[src/rtl/panel_mem_seq_pkg.sv]
// Shared types for the front-panel memory sequencer: FSM state encoding,
// the decoded panel operation and the priority encoder that picks one
// operation out of the simultaneous debounced pulses.
package panel_mem_seq_pkg;

    typedef enum logic [1:0] {
        ST_IDLE  = 2'd0,
        ST_WRITE = 2'd1,
        ST_READ  = 2'd2
    } state_t;

    typedef enum logic [2:0] {
        OP_NONE  = 3'd0,
        OP_CLEAR = 3'd1,
        OP_EXTD  = 3'd2,
        OP_LOAD  = 3'd3,
        OP_DEP   = 3'd4,
        OP_EXAM  = 3'd5
    } op_t;

    localparam int ACK_TIMEOUT_DEFAULT = 16;

    // Fixed priority: CLEAR > EXTD ADDR > LOAD ADDR > DEP > EXAM.
    // Anything below the winner in the same cycle is simply dropped.
    function automatic op_t select_op(
        input logic clr,
        input logic extd,
        input logic load,
        input logic dep,
        input logic exam
    );
        op_t op;
        op = OP_NONE;
        if (clr)       op = OP_CLEAR;
        else if (extd) op = OP_EXTD;
        else if (load) op = OP_LOAD;
        else if (dep)  op = OP_DEP;
        else if (exam) op = OP_EXAM;
        return op;
    endfunction

endpackage

[src/rtl/panel_mem_seq.sv]
// Front-panel memory sequencer for the PDP-8e core. While the CPU is halted
// it turns single-cycle panel pulses into register loads (LOAD ADDR, EXTD
// ADDR), a CLEAR pulse, or one memory transaction (DEP = write, EXAM = read).
//
// Memory handshake: mem_req is raised by the accept edge and held with
// mem_addr/mem_we/mem_wdata frozen until the first cycle mem_ack=1 (the
// transfer completes on that edge) or until ACK_TIMEOUT unacknowledged
// cycles have elapsed (the request is abandoned and mem_err is set).
// mem_ack seen while no request is outstanding is ignored.
module panel_mem_seq
    import panel_mem_seq_pkg::*;
#(
    parameter int ACK_TIMEOUT = ACK_TIMEOUT_DEFAULT
) (
    input  logic         clk,
    input  logic         reset,
    input  logic [0:11]  sr,
    input  logic         addr_loadd,
    input  logic         extd_addrd,
    input  logic         depd,
    input  logic         examd,
    input  logic         cleard,
    input  logic         run,
    input  logic [0:11]  mem_rdata,
    input  logic         mem_ack,
    output logic         mem_req,
    output logic         mem_we,
    output logic [0:14]  mem_addr,
    output logic [0:11]  mem_wdata,
    output logic [0:11]  pc,
    output logic [0:2]   ifr,
    output logic [0:2]   dfr,
    output logic [0:11]  mb,
    output logic         clear_req,
    output logic         busy,
    output logic         mem_err,
    output state_t       o_dbg_state
);

    localparam int CW = $clog2(ACK_TIMEOUT + 1);
    // Abort fires on the edge where the count would reach ACK_TIMEOUT,
    // so mem_req stays high for exactly ACK_TIMEOUT cycles.
    localparam logic [CW-1:0] CNT_LAST = CW'(ACK_TIMEOUT - 1);

    state_t         r_state;
    state_t         w_next_state;
    op_t            w_op;
    logic           w_ack_done;
    logic           w_timeout;

    logic [0:11]    r_pc;
    logic [0:2]     r_ifr;
    logic [0:2]     r_dfr;
    logic [0:11]    r_mb;
    logic [0:11]    r_mem_wdata;
    logic [0:14]    r_mem_addr;
    logic           r_mem_req;
    logic           r_mem_we;
    logic           r_clear_req;
    logic           r_mem_err;
    logic [CW-1:0]  r_cnt;

    // State register.
    always_ff @(posedge clk) begin
        if (reset) begin
            r_state <= ST_IDLE;
        end else begin
            r_state <= w_next_state;
        end
    end

    // Next state: accept one operation in IDLE when halted; leave WRITE/READ on ack or timeout.
    always_comb begin
        w_op         = OP_NONE;
        w_ack_done   = 1'b0;
        w_timeout    = 1'b0;
        w_next_state = r_state;
        if (r_state == ST_IDLE && !run) begin
            w_op = select_op(cleard, extd_addrd, addr_loadd, depd, examd);
        end
        if (r_state != ST_IDLE) begin
            w_ack_done = mem_ack;
            w_timeout  = !mem_ack && (r_cnt == CNT_LAST);
        end
        case (r_state)
            ST_IDLE: begin
                if (w_op == OP_DEP) begin
                    w_next_state = ST_WRITE;
                end else if (w_op == OP_EXAM) begin
                    w_next_state = ST_READ;
                end
            end
            ST_WRITE, ST_READ: begin
                if (w_ack_done || w_timeout) begin
                    w_next_state = ST_IDLE;
                end
            end
            default: w_next_state = ST_IDLE;
        endcase
    end

    // Outputs derived directly from the state.
    always_comb begin
        busy        = (r_state != ST_IDLE);
        o_dbg_state = r_state;
    end

    // Panel registers and the registered memory request.
    always_ff @(posedge clk) begin
        if (reset) begin
            r_pc        <= '0;
            r_ifr       <= '0;
            r_dfr       <= '0;
            r_mb        <= '0;
            r_mem_wdata <= '0;
            r_mem_addr  <= '0;
            r_mem_req   <= 1'b0;
            r_mem_we    <= 1'b0;
            r_clear_req <= 1'b0;
            r_mem_err   <= 1'b0;
        end else begin
            r_clear_req <= 1'b0;
            case (w_op)
                OP_CLEAR: r_clear_req <= 1'b1;
                OP_EXTD: begin
                    r_ifr <= sr[6:8];
                    r_dfr <= sr[9:11];
                end
                OP_LOAD: r_pc <= sr;
                OP_DEP: begin
                    r_mem_wdata <= sr;
                    r_mem_addr  <= {r_ifr, r_pc};
                    r_mem_we    <= 1'b1;
                    r_mem_req   <= 1'b1;
                    r_mem_err   <= 1'b0;
                end
                OP_EXAM: begin
                    r_mem_addr  <= {r_ifr, r_pc};
                    r_mem_we    <= 1'b0;
                    r_mem_req   <= 1'b1;
                    r_mem_err   <= 1'b0;
                end
                default: ;
            endcase
            // Completion: pc advances within the current field only.
            if (w_ack_done) begin
                r_mem_req <= 1'b0;
                r_pc      <= r_pc + 12'd1;
                r_mb      <= (r_state == ST_WRITE) ? r_mem_wdata : mem_rdata;
            end else if (w_timeout) begin
                r_mem_req <= 1'b0;
                r_mem_err <= 1'b1;
            end
        end
    end

    // Counts unacknowledged request cycles; idle or completing clears it.
    always_ff @(posedge clk) begin
        if (reset || r_state == ST_IDLE) begin
            r_cnt <= '0;
        end else if (!mem_ack && !w_timeout) begin
            r_cnt <= r_cnt + CW'(1);
        end else begin
            r_cnt <= '0;
        end
    end

    assign mem_req   = r_mem_req;
    assign mem_we    = r_mem_we;
    assign mem_addr  = r_mem_addr;
    assign mem_wdata = r_mem_wdata;
    assign pc        = r_pc;
    assign ifr       = r_ifr;
    assign dfr       = r_dfr;
    assign mb        = r_mb;
    assign clear_req = r_clear_req;
    assign mem_err   = r_mem_err;

endmodule

[config.mk]
export PLATFORM = sky130hd
export DESIGN_NAME = panel_mem_seq
export DESIGN_NICKNAME = d
export VERILOG_FILES = /design/src/rtl/panel_mem_seq_pkg.sv /design/src/rtl/panel_mem_seq.sv
export SDC_FILE = /design/constraint.sdc
export NUM_CORES = 1
export LEC_CHECK = 0
export CORE_AREA = 10 10 90 92
export CTS_CLUSTER_SIZE = 28
export DETAILED_ROUTE_END_ITERATION = 8
export DIE_AREA = 0 0 100 102
export GPL_ROUTABILITY_DRIVEN = 0
export PLACE_DENSITY = 0.81
export SETUP_SLACK_MARGIN = 0.1
export SKIP_CTS_REPAIR_TIMING = 1
export SLEW_MARGIN = 20
export SYNTH_ARGS = -nofsm -noshare
export SYNTH_HDL_FRONTEND = slang
export SYNTH_SLANG_ARGS = --single-unit
[constraint.sdc]
create_clock -name clk -period 3.65 [get_ports clk]
set_clock_uncertainty 0.05 [all_clocks]
set_input_delay 0.73 -clock clk [delete_from_list [all_inputs] [get_ports clk]]
set_output_delay 0.73 -clock clk [all_outputs]
set_load 0.005 [all_outputs]
# ---- Yosys cells after proc, flatten, opt, wreduce, memory -nomap -nowiden
# Cells that the tools add are included.
dict set report word_totals {
  register_bits 68
  input_bits 33
  output_inout_bits 64
  elab_cells 62
}
dict set report classes {
  n_addsub 2
  eq_ne 10
  mux 20
  bitwise_logic 1
  n_reduce_logical 17
}
# cell count
set ops {}
lappend ops {{$mux W12} 3}
lappend ops {{$mux W3} 6}
lappend ops {{$add A12 B1 Y12 const B} 1}
lappend ops {{$eq A3 B2 Y1 const B} 2}
lappend ops {{$eq A3 B3 Y1 const B} 2}
lappend ops {{$mux W1} 6}
lappend ops {{$mux W2} 3}
lappend ops {{$reduce_bool A2 Y1} 3}
lappend ops {{$reduce_or A2 Y1} 3}
lappend ops {{$add A5 B1 Y5 const B} 1}
lappend ops {{$eq A5 B4 Y1 const B} 1}
lappend ops {{$pmux W2 S2} 1}
lappend ops {{$eq A3 B1 Y1 const B} 1}
lappend ops {{$logic_and A1 B1 Y1} 3}
lappend ops {{$logic_not A1 Y1} 3}
lappend ops {{$ne A3 B1 Y1 const B} 1}
lappend ops {{$reduce_or A3 Y1} 1}
lappend ops {{$eq A2 B1 Y1 const B} 1}
lappend ops {{$eq A2 B2 Y1 const B} 1}
lappend ops {{$logic_not A2 Y1} 1}
lappend ops {{$logic_or A1 B1 Y1} 2}
lappend ops {{$ne A2 B2 Y1 const B} 1}
lappend ops {{$pmux W1 S2} 1}
lappend ops {{$reduce_and A2 Y1} 1}
lappend ops {{$not A1 Y1} 1}

# ---- Longest topological paths before layout
# Gate-level depths: netlist (run 1).
dict set report depth {
  word_depth 11
  depth_mapped 9
  ltp_nobuf 7
}

# ---- Worst setup path before layout (run 1)
# Ideal clock, no wire load.
dict set report synth_timing {
  path_kind {in2reg}
  start {in extd_addrd}
  end {reg r_mem_addr, in the netlist mem_addr[6]}
  setup_ns 0.134
  t_arrival_ns 1.777
  required_ns 3.466
  slack_ns 1.690
  path_stages 5
  path_buffers 1
  cell_sequence {nor4b_4 > o211ai_2 > buf_2 > nand2_1 > a21oi_1}
}
dict set report synth_via {
  elab_chain_cells 5
  word_cells_on_any_way 6
  cone_classes {eq/ne: 2; mux: 3; reduce/logical: 1}
}
# element line
set synth_lines {}
lappend synth_lines {{start: declaration} panel_mem_seq.sv:19} ;# input logic extd_addrd,
lappend synth_lines {{$mux W3 *} panel_mem_seq_pkg.sv:35} ;# else if (extd) op = OP_EXTD;
lappend synth_lines {{$mux W3 *} panel_mem_seq_pkg.sv:34} ;# if (clr) op = OP_CLEAR;
lappend synth_lines {{$mux W3 *} panel_mem_seq.sv:78} ;# if (r_state == ST_IDLE && !run) begin
lappend synth_lines {{$eq A3 B3 Y1} panel_mem_seq.sv:123} ;# case (w_op)
lappend synth_lines {{$reduce_or A2 Y1 (no source line) *} n/a}
lappend synth_lines {{end signal: assignment} panel_mem_seq.sv:132} ;# r_mem_addr <= {r_ifr, r_pc};
lappend synth_lines {{end signal: assignment} panel_mem_seq.sv:138} ;# r_mem_addr <= {r_ifr, r_pc};
lappend synth_lines {{end: declaration} panel_mem_seq.sv:56} ;# logic [0:14] r_mem_addr;
# Mark *: on every way between the ends. The rest lies on a longest branch, timed or not.
# A chain may end at the register's enable or synchronous reset.

# ---- Worst setup path after layout (run 1)
dict set report layout_timing {
  start {in extd_addrd}
  end {reg r_state[0], in the netlist o_dbg_state[0]}
}
dict set report layout_via {
  elab_chain_cells 6
  word_cells_on_any_way 9
  cone_classes {eq/ne: 3; mux: 5; reduce/logical: 1}
}
# element line
set layout_lines {}
lappend layout_lines {{$mux W3 *} panel_mem_seq_pkg.sv:35}
lappend layout_lines {{$mux W3 *} panel_mem_seq_pkg.sv:34}
lappend layout_lines {{$mux W3 *} panel_mem_seq.sv:78}
lappend layout_lines {{$eq A3 B3 Y1, on equally long branches} {panel_mem_seq.sv:87, panel_mem_seq.sv:89}}
lappend layout_lines {{$mux W2 or $ne A3 B1 Y1 (tied branches)} n/a}
lappend layout_lines {{$pmux W2 S2 or $reduce_and A2 Y1 (tied branches)} n/a}
lappend layout_lines {{end signal: assignment} panel_mem_seq.sv:68} ;# r_state <= w_next_state;
lappend layout_lines {{end: declaration} panel_mem_seq.sv:45} ;# state_t r_state;
# Marks and branches as above.

==> qor.csv, run 1 <==
metric;value;unit
critPathBufInv;1;
synth_top_family_by_area;simple AND/OR/NAND/NOR gates;
cpMaxStageDelayCell;nor4b_4;
cts-root-buf;clkbuf_8;
worst_path_dominant_cell_family;simple AND/OR/NAND/NOR gates;
portBuffers;96;
synth_area_leader_cell;dfxtp_1;
critical_path_class;input port to flip-flop;
synthMuxAreaShare;10.64;%
max_freq;379.5;MHz
ioPinCount;97;
seq_area;0.001361;sq mm
tightest_slew;0.8371;ns
min_period_over_period;72.19;%
grt.total_usage;15.79;%
yosysTopAreaCellShare;46.48;%
viasPerCell;5.421;
syn_inst;317;
synthFlopType;dfxtp_1;
vias;2640;
async_flop_share;0;%
r2r-start;o_dbg_state[0]$_SDFFE_PP0P_;
postSynthAreaPerCell;9.240;sq um
path_cells;clkdlybuf4s50_1 -> nor4b_4 -> nand3_2 -> mux2_2 -> a21oi_2;
synth-edff-count;0;
nNetsFinal;443;
clock_latency;0.34;ns
yosys-top-cells-area;dfxtp_1 (46%), mux2i_1 (10%), nor2_1 (5.9%);
die_h;102;microns
final.min_clock_period;2.635;ns
wl;8.197;mm
yosysSeqAreaShare;46.48;%
grt_remaining_overflow;0;
synth_fp_nets;355;
placed_cells;471;
timing.setup.tns;0;ns
setup_viol;0;
first_global_vias;2599;
synth_cell_types;45;
multiInputGateArea;0.001413;sq mm
cts_buffers;9;
cp_max_fo;14;
cts_tree;built;
h-tree-depth;3;
cp.arrival;2.86;ns
stdcell_count;487;
drv_slew;0;
yosys_warnings;0;
antenna_found_initial;0;
cp-end-kind;flip-flop;
setup_ws;1.015;ns
rrSetupSlack;1.17;ns
maxSlewHeadroom;44.03;%
setup.worst_path.start;extd_addrd;
drt-pass1-iter-count;5;
clock_sinks;68;
worst_setup_path_start_kind;input port;
drive_gt1_share;7.073;%
wl_per_cell;16.83;microns
place_ws;0.6974;ns
drv_cap;0;
cts_buffer_depth;2;
drt_iter0_drc;171;
num_antenna_cells;0;
hold_viol;0;
antenna_left;0;
hold_path.class;flip-flop to flip-flop;
clk_pin_slew_worst_paths;0.08;ns
fp.dieW;100;microns
rsz0062_at_grt;false;
syn-cell-area;0.002929;sq mm
synthSimpleGateAreaFrac;20.72;%
grt_start_max_net_pins;66;
die_area;0.01020;sq mm
ys_ff_latch;68;
area_growth_syn_to_layout;40.03;%
hpwl;5.948;mm
rows;29;
hold_start;r_cnt[0]$_SDFF_PP0_;
grt_pass1_wl;13.12;mm
fillCellCount;519;
start_util;46.66;%
critPathRequiredTime;3.88;ns
synth_fa_ha_area_share;2.136;%
status;completed;
p_per_area;404.5;mW/mm^2
core_area;0.006277;sq mm
drcViolationCount;0;
synth-xor-area-share;0.5980;%
crit_path_max_incr_delay;0.59;ns
peakVddDrop;0.2463;mV
synth_compound_area_share;14.14;%
p_leak;1.503;nW
[synthesized netlist by cell type, drive strengths merged, types with 2 or more instances]
cell / instances
a211oi: 12
a21oi: 26
a22oi: 2
a2bb2oi: 3
a31oi: 8
a41oi: 2
and3: 7
and4: 2
buf: 11
clkbuf: 9
dfxtp: 68
ha: 5
inv: 5
mux2i: 30
nand2: 37
nand3: 10
nand4: 7
nor2: 46
nor3: 2
nor4b: 3
o21ai: 4
or3: 4
[final timing paths]
check | endpoint | depth (start not counted)
setup / recovery | o_dbg_state[0]$_SDFFE_PP0P_ | 5
setup reg to reg | o_dbg_state[0]$_SDFFE_PP0P_ | 6
hold / removal | r_cnt[0]$_SDFF_PP0_ | 1
hold reg to reg | r_cnt[0]$_SDFF_PP0_ | 1
[per-layer routing]
metal	GRT usage, %	vias up	routed length, microns
li1	-	1308	-
met1	18.51	1226	3367
met2	25.68	96	3982
met3	6.073	10	789
met4	5.978	0	58
met5	0	-	0
[final cells by class]
cell class	count	share of cell area (%)
Clock inverter	7	2.990
Timing Repair Buffer	97	23.55
Clock buffer	9	3.020
Tap cell	77	2.349
Inverter	5	0.4576
Multi-Input combinational cell	224	34.44
Sequential cell	68	33.19
[cells by family after synthesis]
group,after synthesis
adder cells (fa/ha/maj),5
XOR/XNOR,2
flip-flops,68
AND/OR/NAND/NOR,123
AO/OA/AOI/OAI,63
buffers and inverters,25
multiplexers,31
[state kept, by name (all words and copies together) (netlist names)]
signal	flops
r_cnt	5
mem_req	1
mem_err	1
mem_addr	15
o_dbg_state	2
ifr	3
mem_we	1
pc	12
mb	12
mem_wdata	12
clear_req	1
dfr	3
[power breakdown]
| group | switching (W) | total, W | internal (W) |
|---|---|---|---|
| combinational | 0.0000599 | 0.000132 | 0.0000718 |
| sequential | 0.0000120 | 0.000765 | 0.000753 |
| clock | 0.000304 | 0.000762 | 0.000458 |
[worst register-to-register path: cells and delay by family, from the launching register on]
| kind | cells | cell delay [ns] |
|---|---|---|
| AND/OR/NAND/NOR | 2 | 1.02 |
| flip-flops | 1 | 0.35 |
| AO/OA/AOI/OAI | 1 | 0.13 |
| buffers and inverters | 1 | 0.09 |
| adder cells (fa/ha/maj) | 1 | 0.34 |
| multiplexers | 1 | 0.44 |
[placed cells by master (no fill, tap or decap), types with 2 or more instances in the layout]
cell type / netlist / final
a211oi_1: 12 / 12
a21oi_1: 25 / 25
a22oi_1: 2 / 2
a2bb2oi_1: 3 / 3
a31oi_1: 8 / 8
a41oi_1: 2 / 2
and3_1: 5 / 5
and3_2: 2 / 2
and4_1: 2 / 2
buf_4: 1 / 2
bufinv_16: 0 / 3
clkbuf_8: 0 / 9
clkdlybuf4s50_1: 0 / 95
clkinvlp_4: 0 / 2
dfxtp_1: 68 / 68
ha_1: 5 / 5
inv_1: 5 / 5
inv_6: 0 / 2
mux2i_1: 30 / 30
nand2_1: 36 / 36
nand3_1: 9 / 9
nand4_1: 7 / 7
nor2_1: 46 / 46
nor4b_4: 2 / 2
o21ai_0: 4 / 4
or3_1: 4 / 4
[per-stage QoR]
stage | hold WS (ns) | total power (W) | utilization (%) | instance area, sq um
3_3_place_gp | 0.3864 | 0.0009111 | 61.37 | 3852
2_1_floorplan | 0.3676 | 0.0008369 | - | 2929
5_1_grt | 0.4140 | 0.001712 | 65.34 | 4101
6_report | 0.3989 | 0.001659 | 65.34 | 4101
4_1_cts | 0.3988 | 0.001672 | 65.34 | 4101
3_5_place_dp | 0.3873 | 0.0009140 | 61.41 | 3855
No activity file was read; power rests on OpenSTA's default activity.
==> run 2, diff against run 1 <==
Settings changed: CORE_AREA 10 10 90 92 to 10 10 91 93, DIE_AREA 0 0 100 102 to 0 0 101 103, PLACE_DENSITY 0.81 to 0.79.
Clock period 3.65 ns to 2.65 ns, I/O delays scaled along.
==> run 2 against run 1 <==
  * Die area grew 2.0%
  * Clock power grew 11%
  * Core utilization shrank 2.9 points
  * Global-route usage rose by 0.34 points
  * Via count grew 2.0%
  * Cell area barely moved
  * Worst hold slack improved by 0.0059 ns
  * Final cell count is 2.1% higher
  * Largest power group unchanged
==> qor.csv, run 2 (same netlist as run 1, synthesis figures left out) <==
metric;value;unit;change
status;completed;;
h-tree-depth;3;;unchanged
cts_buffers;9;;unchanged
grt_remaining_overflow;0;;unchanged
maxSlewHeadroom;48.42;%;+4.4 points
grt_pass1_wl;13.66;mm;+4.1%
drv_slew;0;;unchanged
drcViolationCount;0;;unchanged
drt-pass1-iter-count;4;;-1
grt_start_max_net_pins;27;;-59%
clock_latency;0.34;ns;about the same
cts_buffer_depth;2;;unchanged
fin_hold_ws;0.4048;ns;+0.005853 ns
largest_reg_flops;15;;unchanged
tightest_slew;0.7737;ns;-0.06335 ns
hold_viol;0;;unchanged
final_cell_area;0.004103;sq mm;about the same
final_cell_mix;clkdlybuf4s50_1 (95), dfxtp_1 (68), nor2_1 (46);;
placed_area;0.003909;sq mm;+1.4%
max_freq;420.2;MHz;
setup_viol;0;;unchanged
fp.dieW;101;microns;+1.0%
rows;30;;+3.4%
die_area;0.01040;sq mm;+2.0%
die_h;103;microns;+0.98%
final_util;62.46;%;-2.9 points
nNetsFinal;450;;+1.6%
viasPerCell;5.419;;about the same
clk_pin_slew_worst_paths;0.07;ns;about the same
wl;8.445;mm;+3.0%
cp-end-kind;output pin;;
start_util;44.59;%;-2.1 points
p_per_area;508.9;mW/mm^2;+26%
cts_tree;built;;
critical_path_class;flip-flop to output pin;;
antenna_found_initial;0;;unchanged
cp.arrival;1.80;ns;-1.06 ns
clock_sinks;68;;unchanged
rsz0062_at_grt;false;;
critPathRequiredTime;2.07;ns;-1.81 ns
core_area;0.006569;sq mm;+4.6%
first_global_vias;2737;;+5.3%
wl_per_cell;16.99;microns;+0.95%
timing.setup.tns;0;ns;unchanged
drive_gt1_share;8.153;%;+1.1 points
drv_cap;0;;unchanged
cpMaxStageDelayCell;clkdlybuf4s50_1;;
peakVddDrop;0.3325;mV;+35%
worst_setup_path_start_kind;flip-flop;;
antenna_left;0;;unchanged
vias;2693;;+2.0%
portBuffers;96;;unchanged
final.min_clock_period;2.380;ns;
hold_path.class;flip-flop to flip-flop;;
path_cells;inv_1 -> ha_1 -> inv_1 -> clkdlybuf4s50_1;;
hpwl;6.356;mm;+6.9%
num_antenna_cells;0;;unchanged
cp_max_fo;10;;-4
r2r_cells;6;;unchanged
area_growth_syn_to_layout;40.07;%;about the same
cts-root-buf;clkbuf_8;;
ioPinCount;97;;unchanged
grt.total_usage;16.13;%;+0.34 points
layout_commonest_cell;clkdlybuf4s50_1;;
drt_iter0_drc;112;;-35%
crit_path_max_incr_delay;0.53;ns;-0.06 ns
p_leak;1.520;nW;+1.1%
cpMostUsedCell;inv_1;;
min_period_over_period;89.80;%;
holdPathStages;2;;+1
## run 2: layout make-up
cell class | instances | area [sq um]
clock inverter | 4 | 48.80
fill | 571 | 2466
inverter | 5 | 18.77
tap | 80 | 100.1
multi-input combinational | 224 | 1413
clock buffer | 12 | 145.1
sequential | 68 | 1361
timing repair buffer | 104 | 1016
## run 2: power by group
| part | internal, W | leakage [nW] | switching, W |
|---|---|---|---|
| Clock | 0.000460 | 0.100 | 0.000387 |
| Sequential | 0.00104 | 0.549 | 0.0000170 |
| Combinational | 0.000103 | 0.870 | 0.0000831 |
| Total | 0.00160 | 1.52 | 0.000487 |
## run 2: final timing paths
path                                                   from                  endpoint  slack, ns
worst min-delay path               mem_addr[6]$_SDFFE_PP0P_  mem_addr[6]$_SDFFE_PP0P_       0.40
worst min register to register     mem_addr[6]$_SDFFE_PP0P_  mem_addr[6]$_SDFFE_PP0P_       0.40
worst max-delay path            o_dbg_state[0]$_SDFFE_PP0P_                      busy       0.27
worst max register to register  o_dbg_state[0]$_SDFFE_PP0P_        mb[1]$_SDFFE_PP0P_       0.52
## run 2: per-layer routing
layer	wire length [microns]	GRT usage (%)	vias to the layer above
li1	-	-	1319
met1	3463	18.09	1269
met2	4196	27.86	88
met5	0	0	-
met4	109	5.466	0
met3	675	5.630	17
## run 2: critical path, delay by kind of cell, from the launching register on
kind	cells	cell delay (ns)
flip-flops	1	0.38
buffers and inverters	3	0.78
adder cells (fa/ha/maj)	1	0.31
## run 2: per-stage QoR
step | setup WS, ns | power [W] | cells
floorplan | 0.8296 | 0.001153 | 317
global placement | 0.2920 | 0.001261 | 481
detailed placement | 0.2450 | 0.001265 | 481
CTS | 0.2629 | 0.002102 | 497
global route | 0.1416 | 0.002160 | 497
finish | 0.2702 | 0.002088 | 497
==> run 3, diff against run 2 <==
Settings changed: SKIP_CTS_REPAIR_TIMING 1 to default.
==> results of run 3 <==
Same layout as run 2: the final DEF is identical, and so are final timing and power.
